**config.mk**
```make
export PLATFORM = sky130hd
export DESIGN_NAME = mem_stage_sram_ctrl
export DESIGN_NICKNAME = d
export VERILOG_FILES = /design/src/rtl/arm_mem_pkg.sv /design/src/rtl/sram_wait_counter.sv /design/src/rtl/mem_stage_sram_ctrl.sv
export SDC_FILE = /design/constraint.sdc
export NUM_CORES = 1
export LEC_CHECK = 0
export CAP_MARGIN = 15
export CORE_ASPECT_RATIO = 0.9
export CORE_MARGIN = 2
export CORE_UTILIZATION = 50
export DETAILED_ROUTE_END_ITERATION = 10
export DONT_BUFFER_PORTS = 1
export PLACE_DENSITY = 0.74
export RECOVER_POWER = 100
export SYNTH_ARGS = -nofsm -noshare
export SYNTH_HDL_FRONTEND = slang
export SYNTH_SLANG_ARGS = --single-unit
```
**constraint.sdc**
```tcl
create_clock -name clk -period 3.5 [get_ports clk]
set_clock_uncertainty 0.15 [all_clocks]
set_input_delay 0.525 -clock clk [delete_from_list [all_inputs] [get_ports clk]]
set_output_delay 0.525 -clock clk [all_outputs]
set_load 0.03 [all_outputs]
```
**src/rtl/arm_mem_pkg.sv**
```systemverilog
// Shared types and defaults for the ARM memory stage and its SRAM controller.
// Holds the access FSM state type, the default base address and wait-state
// count, and the width of the external asynchronous SRAM data bus.
package arm_mem_pkg;

    typedef enum logic [1:0] {
        IDLE = 2'd0,
        LO   = 2'd1,
        HI   = 2'd2,
        DONE = 2'd3
    } mem_state_t;

    localparam logic [31:0] DEF_BASE_ADDR   = 32'd1024;
    localparam int          DEF_WAIT_CYCLES = 4;
    localparam int          DEF_SRAM_AW     = 18;
    localparam int          SRAM_DW         = 16;

endpackage

```
**src/rtl/sram_wait_counter.sv**
```systemverilog
// Wait-state counter for one SRAM half-word access phase.
// Ports: clk, rst (async, active high), load (restart on phase entry),
//        done (high during the last cycle of the phase).
module sram_wait_counter
    import arm_mem_pkg::*;
#(
    parameter int WAIT_CYCLES = DEF_WAIT_CYCLES
) (
    input  logic clk,
    input  logic rst,
    input  logic load,
    output logic done
);

    localparam int CW = (WAIT_CYCLES > 1) ? $clog2(WAIT_CYCLES) : 1;

    logic [CW-1:0] cnt;

    // Loaded on the edge that enters a phase, so the first cycle of the
    // phase already sees WAIT_CYCLES-1 and the count hits zero on its last.
    always_ff @(posedge clk or posedge rst) begin
        if (rst) begin
            cnt <= '0;
        end else if (load) begin
            cnt <= CW'(WAIT_CYCLES - 1);
        end else if (cnt != '0) begin
            cnt <= cnt - 1'b1;
        end
    end

    assign done = (cnt == '0);

endmodule

```
**src/rtl/mem_stage_sram_ctrl.sv**
```systemverilog
// ARM pipeline memory stage: turns one 32-bit load/store from the EXE/MEM
// register into two half-word accesses on a 16-bit asynchronous SRAM.
// Ports: mem_r_en/mem_w_en/alu_result/st_val in; mem_read_value, ready
//        (freeze = ~ready), sram_addr/sram_wdata/sram_we_n/sram_rdata, addr_err.
// Optional MEM_ADDR_CHECK_EN: out-of-range accesses skip the SRAM, loads
// return 0 and addr_err sets sticky; otherwise addresses truncate.
module mem_stage_sram_ctrl
    import arm_mem_pkg::*;
#(
    parameter logic [31:0] BASE_ADDR   = DEF_BASE_ADDR,
    parameter int          WAIT_CYCLES = DEF_WAIT_CYCLES,
    parameter int          SRAM_AW     = DEF_SRAM_AW
) (
    input  logic               clk,
    input  logic               rst,
    input  logic               mem_r_en,
    input  logic               mem_w_en,
    input  logic [31:0]        alu_result,
    input  logic [31:0]        st_val,
    output logic [31:0]        mem_read_value,
    output logic               ready,
    output logic [SRAM_AW-1:0] sram_addr,
    output logic [SRAM_DW-1:0] sram_wdata,
    input  logic [SRAM_DW-1:0] sram_rdata,
    output logic               sram_we_n,
    output logic               addr_err
);

    mem_state_t         state;
    logic               req;
    logic               oor;
    logic               wait_done;
    logic               cnt_load;
    logic               is_wr_q;
    logic [31:0]        offset;
    logic [SRAM_AW-2:0] word_idx;
    logic [SRAM_DW-1:0] st_hi_q;
    logic [SRAM_DW-1:0] rdata_lo_q;
    logic               unused_offset;

    assign req      = mem_r_en | mem_w_en;
    assign offset   = alu_result - BASE_ADDR;
    assign word_idx = offset[SRAM_AW:2];

`ifdef MEM_ADDR_CHECK_EN
    // word >= 2**(SRAM_AW-1) is the same as any offset bit above SRAM_AW set.
    assign oor           = (alu_result < BASE_ADDR) || (offset[31:SRAM_AW+1] != '0);
    assign unused_offset = &{1'b0, offset[1:0]};

    always_ff @(posedge clk or posedge rst) begin
        if (rst) begin
            addr_err <= 1'b0;
        end else if (state == IDLE && req && oor) begin
            addr_err <= 1'b1;
        end
    end
`else
    assign oor           = 1'b0;
    assign addr_err      = 1'b0;
    assign unused_offset = &{1'b0, offset[31:SRAM_AW+1], offset[1:0]};
`endif

    assign ready    = (state == IDLE && !req) || (state == DONE);
    assign cnt_load = (state == IDLE && req && !oor) || (state == LO && wait_done);

    sram_wait_counter #(
        .WAIT_CYCLES(WAIT_CYCLES)
    ) u_wait (
        .clk  (clk),
        .rst  (rst),
        .load (cnt_load),
        .done (wait_done)
    );

    always_ff @(posedge clk or posedge rst) begin
        if (rst) begin
            state          <= IDLE;
            mem_read_value <= '0;
            sram_addr      <= '0;
            sram_wdata     <= '0;
            sram_we_n      <= 1'b1;
            is_wr_q        <= 1'b0;
            st_hi_q        <= '0;
            rdata_lo_q     <= '0;
        end else begin
            case (state)
                IDLE: begin
                    if (req) begin
                        // A store wins when both enables are set.
                        is_wr_q <= mem_w_en;
                        if (oor) begin
                            state <= DONE;
                            if (!mem_w_en) begin
                                mem_read_value <= '0;
                            end
                        end else begin
                            state      <= LO;
                            sram_addr  <= {word_idx, 1'b0};
                            sram_wdata <= st_val[15:0];
                            st_hi_q    <= st_val[31:16];
                            sram_we_n  <= ~mem_w_en;
                        end
                    end
                end
                LO: begin
                    if (wait_done) begin
                        state      <= HI;
                        sram_addr  <= {sram_addr[SRAM_AW-1:1], 1'b1};
                        sram_wdata <= st_hi_q;
                        if (!is_wr_q) begin
                            rdata_lo_q <= sram_rdata;
                        end
                    end
                end
                HI: begin
                    if (wait_done) begin
                        state     <= DONE;
                        sram_we_n <= 1'b1;
                        if (!is_wr_q) begin
                            mem_read_value <= {sram_rdata, rdata_lo_q};
                        end
                    end
                end
                default: begin
                    state <= IDLE;
                end
            endcase
        end
    end

endmodule

```
# Word level (Yosys, flattened, before mapping)
# Index checks and enable logic that the tools add are counted.
dict set report word_totals {
  ff_bits 104
  inputBits 84
  output_inout_bits 69
}
dict set report op_classes {
  n_addsub 2
  eq_ne 6
  n_bitwise 4
  mux 15
  reduce_logical 19
}
# operator count
set ops {}
lappend ops {{$pmux W18 S2} 1}
lappend ops {{$mux W16} 2}
lappend ops {{$pmux W16 S2} 1}
lappend ops {{$sub A19 B11 Y19 const B} 1}
lappend ops {{$mux W18} 1}
lappend ops {{$reduce_and A3 Y1} 6}
lappend ops {{$mux W2} 5}
lappend ops {{$reduce_bool A2 Y1} 4}
lappend ops {{$ne A2 B2 Y1 const B} 3}
lappend ops {{$pmux W2 S3} 1}
lappend ops {{$eq A2 B2 Y1 const B} 2}
lappend ops {{$logic_not A2 Y1} 2}
lappend ops {{$logic_and A1 B1 Y1} 3}
lappend ops {{$mux W1} 3}
lappend ops {{$not A1 Y1} 3}
lappend ops {{$eq A2 B1 Y1 const B} 1}
lappend ops {{$logic_or A1 B1 Y1} 2}
lappend ops {{$pmux W1 S2} 1}
lappend ops {{$reduce_and A2 Y1} 1}
lappend ops {{$sub A2 B1 Y2 const B} 1}
lappend ops {{$logic_not A1 Y1} 1}
lappend ops {{$or A1 B1 Y1} 1}

# Logic depth before layout (Yosys ltp)
dict set report logic_depth {
  depth_word 4
  mapped_depth 8
  mapped_depth_nobuf 6
}

# Hierarchy
# From an unflattened synthesis, not the netlist that was laid out.
dict set report hier_totals {
  hier_cells 322
  hier_area_um2 4302.9
}
# mod area_per_inst_um2 seq_area_each_um2 cells_per_inst n_inst
set modules_own_cells {}
lappend modules_own_cells {mem_stage_sram_ctrl 4194.0 2553.7 311 1}
lappend modules_own_cells {sram_wait_counter 108.9 50.0 11 1}

# Worst setup path before layout
# No wires, ideal clock.
dict set report synth_timing {
  path_kind {register -> register}
  startpoint {reg state[0]}
  endpoint {reg sram_addr[14]}
  setup_time_ns 0.131
  t_arrival_ns 1.474
  stages_incl_launch_ff 9
  setup_slack_ns 1.746
  path_cell_list {dfrtp_1 -> inv_1 -> ha_1 -> o21ai_1 -> or2_1 -> clkbuf_1 -> buf_2 -> nand2_1 -> o21ai_0}
}
dict set report synth_between {
  elab_chain_cells 3
  word_cells_on_any_way 4
  classes_between {eq/ne: 1; bitwise: 1; reduce/logical: 2}
}
# item line_no
set synth_rtl {}
lappend synth_rtl {{start, declared} mem_stage_sram_ctrl.sv:29} ;# mem_state_t state;
lappend synth_rtl {{start signal, assigned} mem_stage_sram_ctrl.sv:77} ;# state <= IDLE;
lappend synth_rtl {{start signal, assigned} mem_stage_sram_ctrl.sv:92} ;# state <= DONE;
lappend synth_rtl {{start signal, assigned} mem_stage_sram_ctrl.sv:97} ;# state <= LO;
lappend synth_rtl {{$eq A2 B1 Y1} mem_stage_sram_ctrl.sv:86} ;# case (state)
lappend synth_rtl {{$not A1 Y1 (no line)} -}
lappend synth_rtl {{$reduce_and A3 Y1 (no line) *} -}
lappend synth_rtl {{end signal, assigned} mem_stage_sram_ctrl.sv:98} ;# sram_addr <= {word_idx, 1'b0};
lappend synth_rtl {{end signal, assigned} mem_stage_sram_ctrl.sv:108} ;# sram_addr <= {sram_addr[SRAM_AW-1:1], 1'b1};
lappend synth_rtl {{end, declared} mem_stage_sram_ctrl.sv:22} ;# output logic [SRAM_AW-1:0] sram_addr,
# Mark *: on every way between the ends. The rest lies on a longest branch, timed or not.
# A chain may end at the register's enable or synchronous reset.

# Worst setup path after layout
dict set report layout_timing {
  startpoint {reg state[0]}
  endpoint {reg sram_wdata[15]}
}
dict set report layout_between {
  elab_chain_cells 3
  word_cells_on_any_way 7
  classes_between {eq/ne: 3; mux: 1; reduce/logical: 3}
}
# item line_no
set layout_rtl {}
lappend layout_rtl {{$eq A2 B1 Y1 or $logic_not A2 Y1 (tied branches)} mem_stage_sram_ctrl.sv:86}
lappend layout_rtl {{$ne A2 B2 Y1 (no line) or $reduce_bool A2 Y1 (tied branches)} -}
lappend layout_rtl {{$reduce_and A3 Y1 (no line)} -}
lappend layout_rtl {{end signal, assigned} mem_stage_sram_ctrl.sv:99} ;# sram_wdata <= st_val[15:0];
lappend layout_rtl {{end signal, assigned} mem_stage_sram_ctrl.sv:109} ;# sram_wdata <= st_hi_q;
lappend layout_rtl {{end, declared} mem_stage_sram_ctrl.sv:23} ;# output logic [SRAM_DW-1:0] sram_wdata,
# Several ways; a longest one is shown, not always the timed one.

==> impl_metrics.json <==
{
  "worst_pin_slew_ps": 1280,
  "grt_start_max_net_pins": 58,
  "worst_slew_margin_rel": 0.145,
  "wl_per_cell_um": 16.3,
  "wl_met2_um": 3710,
  "fin_nets": 433,
  "topRoutingLayerUsed": "met4",
  "rows": 32,
  "port_buffers": 0,
  "cts_tree": "yes",
  "final_cell_mix": "103 x dfrtp_1, 62 x mux2_2, 42 x nand2_1",
  "area_growth_pct": 6.78,
  "postSynthRegisterBits": 104,
  "syn_avg_cell_area_um2": 12.7,
  "fill_cells": 723,
  "wl_met1_um": 3130,
  "cts_resized": 0,
  "multi_input_area_mm2": 0.00158,
  "synth_top_family_by_area": "multiplexers",
  "outcome": "completed",
  "ir_drop_mv": 0.546,
  "synth.distinct_cells": 30,
  "end_kind": "flip-flop",
  "grt_pass1_vias": 2603,
  "die_w_um": 102,
  "vias": 2447,
  "core-area_mm2": 0.00845,
  "final_cells": 466,
  "syn-cell-area_mm2": 0.00430,
  "finalSetupTns_ps": 0,
  "initial_core_util": 0.509,
  "powerDensity_mw_per_mm2": 1060,
  "finalInstanceArea_mm2": 0.00459,
  "cap_violations": 0,
  "synth_xor_area_frac": 0.0122,
  "dr.first_iter.drc_count": 72,
  "whs_ps": 117,
  "diodes": 0,
  "regArea_mm2": 0.00260,
  "dpl.hpwl_um": 5510,
  "postRouteAntennaNets": 0,
  "synthAdderAreaFrac": 0.0204,
  "slew_violations": 0,
  "yosys_warnings": 0,
  "ioPinCount": 153,
  "yosysTopAreaCell": "dfrtp_1",
  "synth-compound-area-share": 0.0448,
  "drc": 0,
  "period_share": 0.743,
  "clockBufferDepth": 2,
  "period_needed_ps": 2600,
  "postSynthCellCount": 339,
  "cts_buffers": 9,
  "synth_simple_gate_area_frac": 0.0779,
  "grt_pass1_wl_um": 12400,
  "hold_path_class": "in -> reg",
  "ys_seq_area_frac": 0.605,
  "synth_fp_nets": 430,
  "cp_max_fo": 17,
  "dieArea_mm2": 0.00936,
  "layout-drive-gt1-share": 0.242,
  "final_common_cell": "dfrtp_1",
  "wl_met3_um": 699,
  "rsz0062_at_grt": "no",
  "muxShareOfSynthArea": 0.212,
  "cp-start-kind": "flip-flop",
  "finalSetupViolCount": 0,
  "placedCellCount": 449,
  "place_area_mm2": 0.00443,
  "grt_usage": 0.172,
  "fmax_ghz": 0.384,
  "synth_area_leaders": "dfrtp_1 60%, mux2_2 16%, mux2i_1 4.0%, nand2_1 3.6%, a21oi_1 2.4%",
  "power_leakage_nw": 2.04,
  "required_ps": 3640,
  "crit_type": "reg -> reg",
  "htreeDepth": 3,
  "finalHoldViolations": 0,
  "clock-sinks": 104,
  "synth_top_area_share": 0.599,
  "clk_pin_slew_ps": 90,
  "viasPerCell": 5.25,
  "grt_overflow": 0,
  "drt_pre_antenna_iters": 4,
  "clock_latency_ps": 360,
  "ff2ff_setup_slack_ps": 900,
  "antenna_found_initial": 0,
  "place_congestion": 0.733,
  "crit_arrival_ps": 2740,
  "die_h_um": 92.0,
  "totalWireLength_um": 7610,
  "cts-root-buf": "clkbuf_8"
}
==> final cells by class <==
| class | count | area share |
|---|---|---|
| clock inverter | 6 | 0.0112 |
| tap | 119 | 0.0324 |
| clock buffer | 10 | 0.0278 |
| multi-input combinational | 211 | 0.344 |
| timing repair buffer | 8 | 0.0112 |
| inverter | 8 | 0.00708 |
| sequential | 104 | 0.567 |
==> timing repair <==
action / CTS / global route
setup endpoints to repair: 0 / 0
setup buffers: 0 / 0
hold buffers: 1 / 0
hold endpoints to repair: 31 / 0
==> power breakdown <==
part / total, W / internal, W / switching [W]
Combinational: 0.00126 / 0.000639 / 0.000624
Sequential: 0.00294 / 0.00180 / 0.00114
Clock: 0.000681 / 0.000269 / 0.000412
==> metrics by stage <==
| step | worst slack (ps) | util | total power (W) |
|---|---|---|---|
| after floorplan | 94.5 | - | 0.00397 |
| after global placement | 1180 | 0.524 | 0.00419 |
| after detailed placement | 1120 | 0.524 | 0.00429 |
| after CTS | 1100 | 0.547 | 0.00497 |
| after global routing | 520 | 0.544 | 0.00523 |
| final | 899 | 0.544 | 0.00489 |
==> worst max-delay path, stage by stage, from the launching register on <==
cell     delay, ps
dfrtp_1        440
inv_1          110
ha_1           280
mux2i_1        110
a21oi_1        880
buf_4          360
nor2_1          60
a21oi_1        120
==> final timing paths <==
| check | endpoint | cells after the start | from |
|---|---|---|---|
| max | sram_wdata[15] | 7 | state[0] |
| max reg2reg | sram_wdata[15] | 7 | state[0] |
| min reg2reg | is_wr_q | 2 | is_wr_q |
| max in group asynchronous | sram_addr[10] | 3 | rst |
| min in group asynchronous | mem_read_value[18] | 2 | rst |
| min | sram_addr[9] | 1 | alu_result[10] |
==> registers in the layout (all words and copies together), names as in the netlist <==
| name | flops |
|---|---|
| sram_wdata | 16 |
| u_wait.cnt | 2 |
| mem_read_value | 32 |
| sram_we_n | 1 |
| st_hi_q | 16 |
| state | 2 |
| is_wr_q | 1 |
| rdata_lo_q | 16 |
| sram_addr | 18 |
==> cells in the mapped netlist <==
cell	n
xnor2_1	4
mux2i_1	17
nand2_1	41
inv_2	1
o21ai_0	6
buf_4	2
nor4_4	1
inv_1	7
nand3_1	1
dfstp_2	1
nand2_2	1
clkbuf_1	1
or4_4	1
buf_2	13
o21ai_1	4
or3_1	1
mux2_1	4
o31ai_1	3
mux2_2	62
o21ai_2	1
a31oi_1	1
or2_1	1
xor2_1	2
ha_1	7
nor3b_1	1
nand2b_1	2
nor2_1	28
conb_1	1
dfrtp_1	103
a21oi_1	21
==> per-layer routing <==
metal / GRT usage / up-vias
li1: - / 1155
met1: 0.208 / 1199
met2: 0.276 / 87
met3: 0.0808 / 6
met4: 0.0439 / 0
met5: 0 / -
==> logic make-up after synthesis <==
kind of cell             Yosys count
AND/OR/NAND/NOR                   78
AO/OA/AOI/OAI                     36
XOR/XNOR                           6
buffers and inverters             24
multiplexers                      83
flip-flops                       104
adder cells (fa/ha/maj)            7
other                              1
No activity file was read; power rests on OpenSTA's default activity.
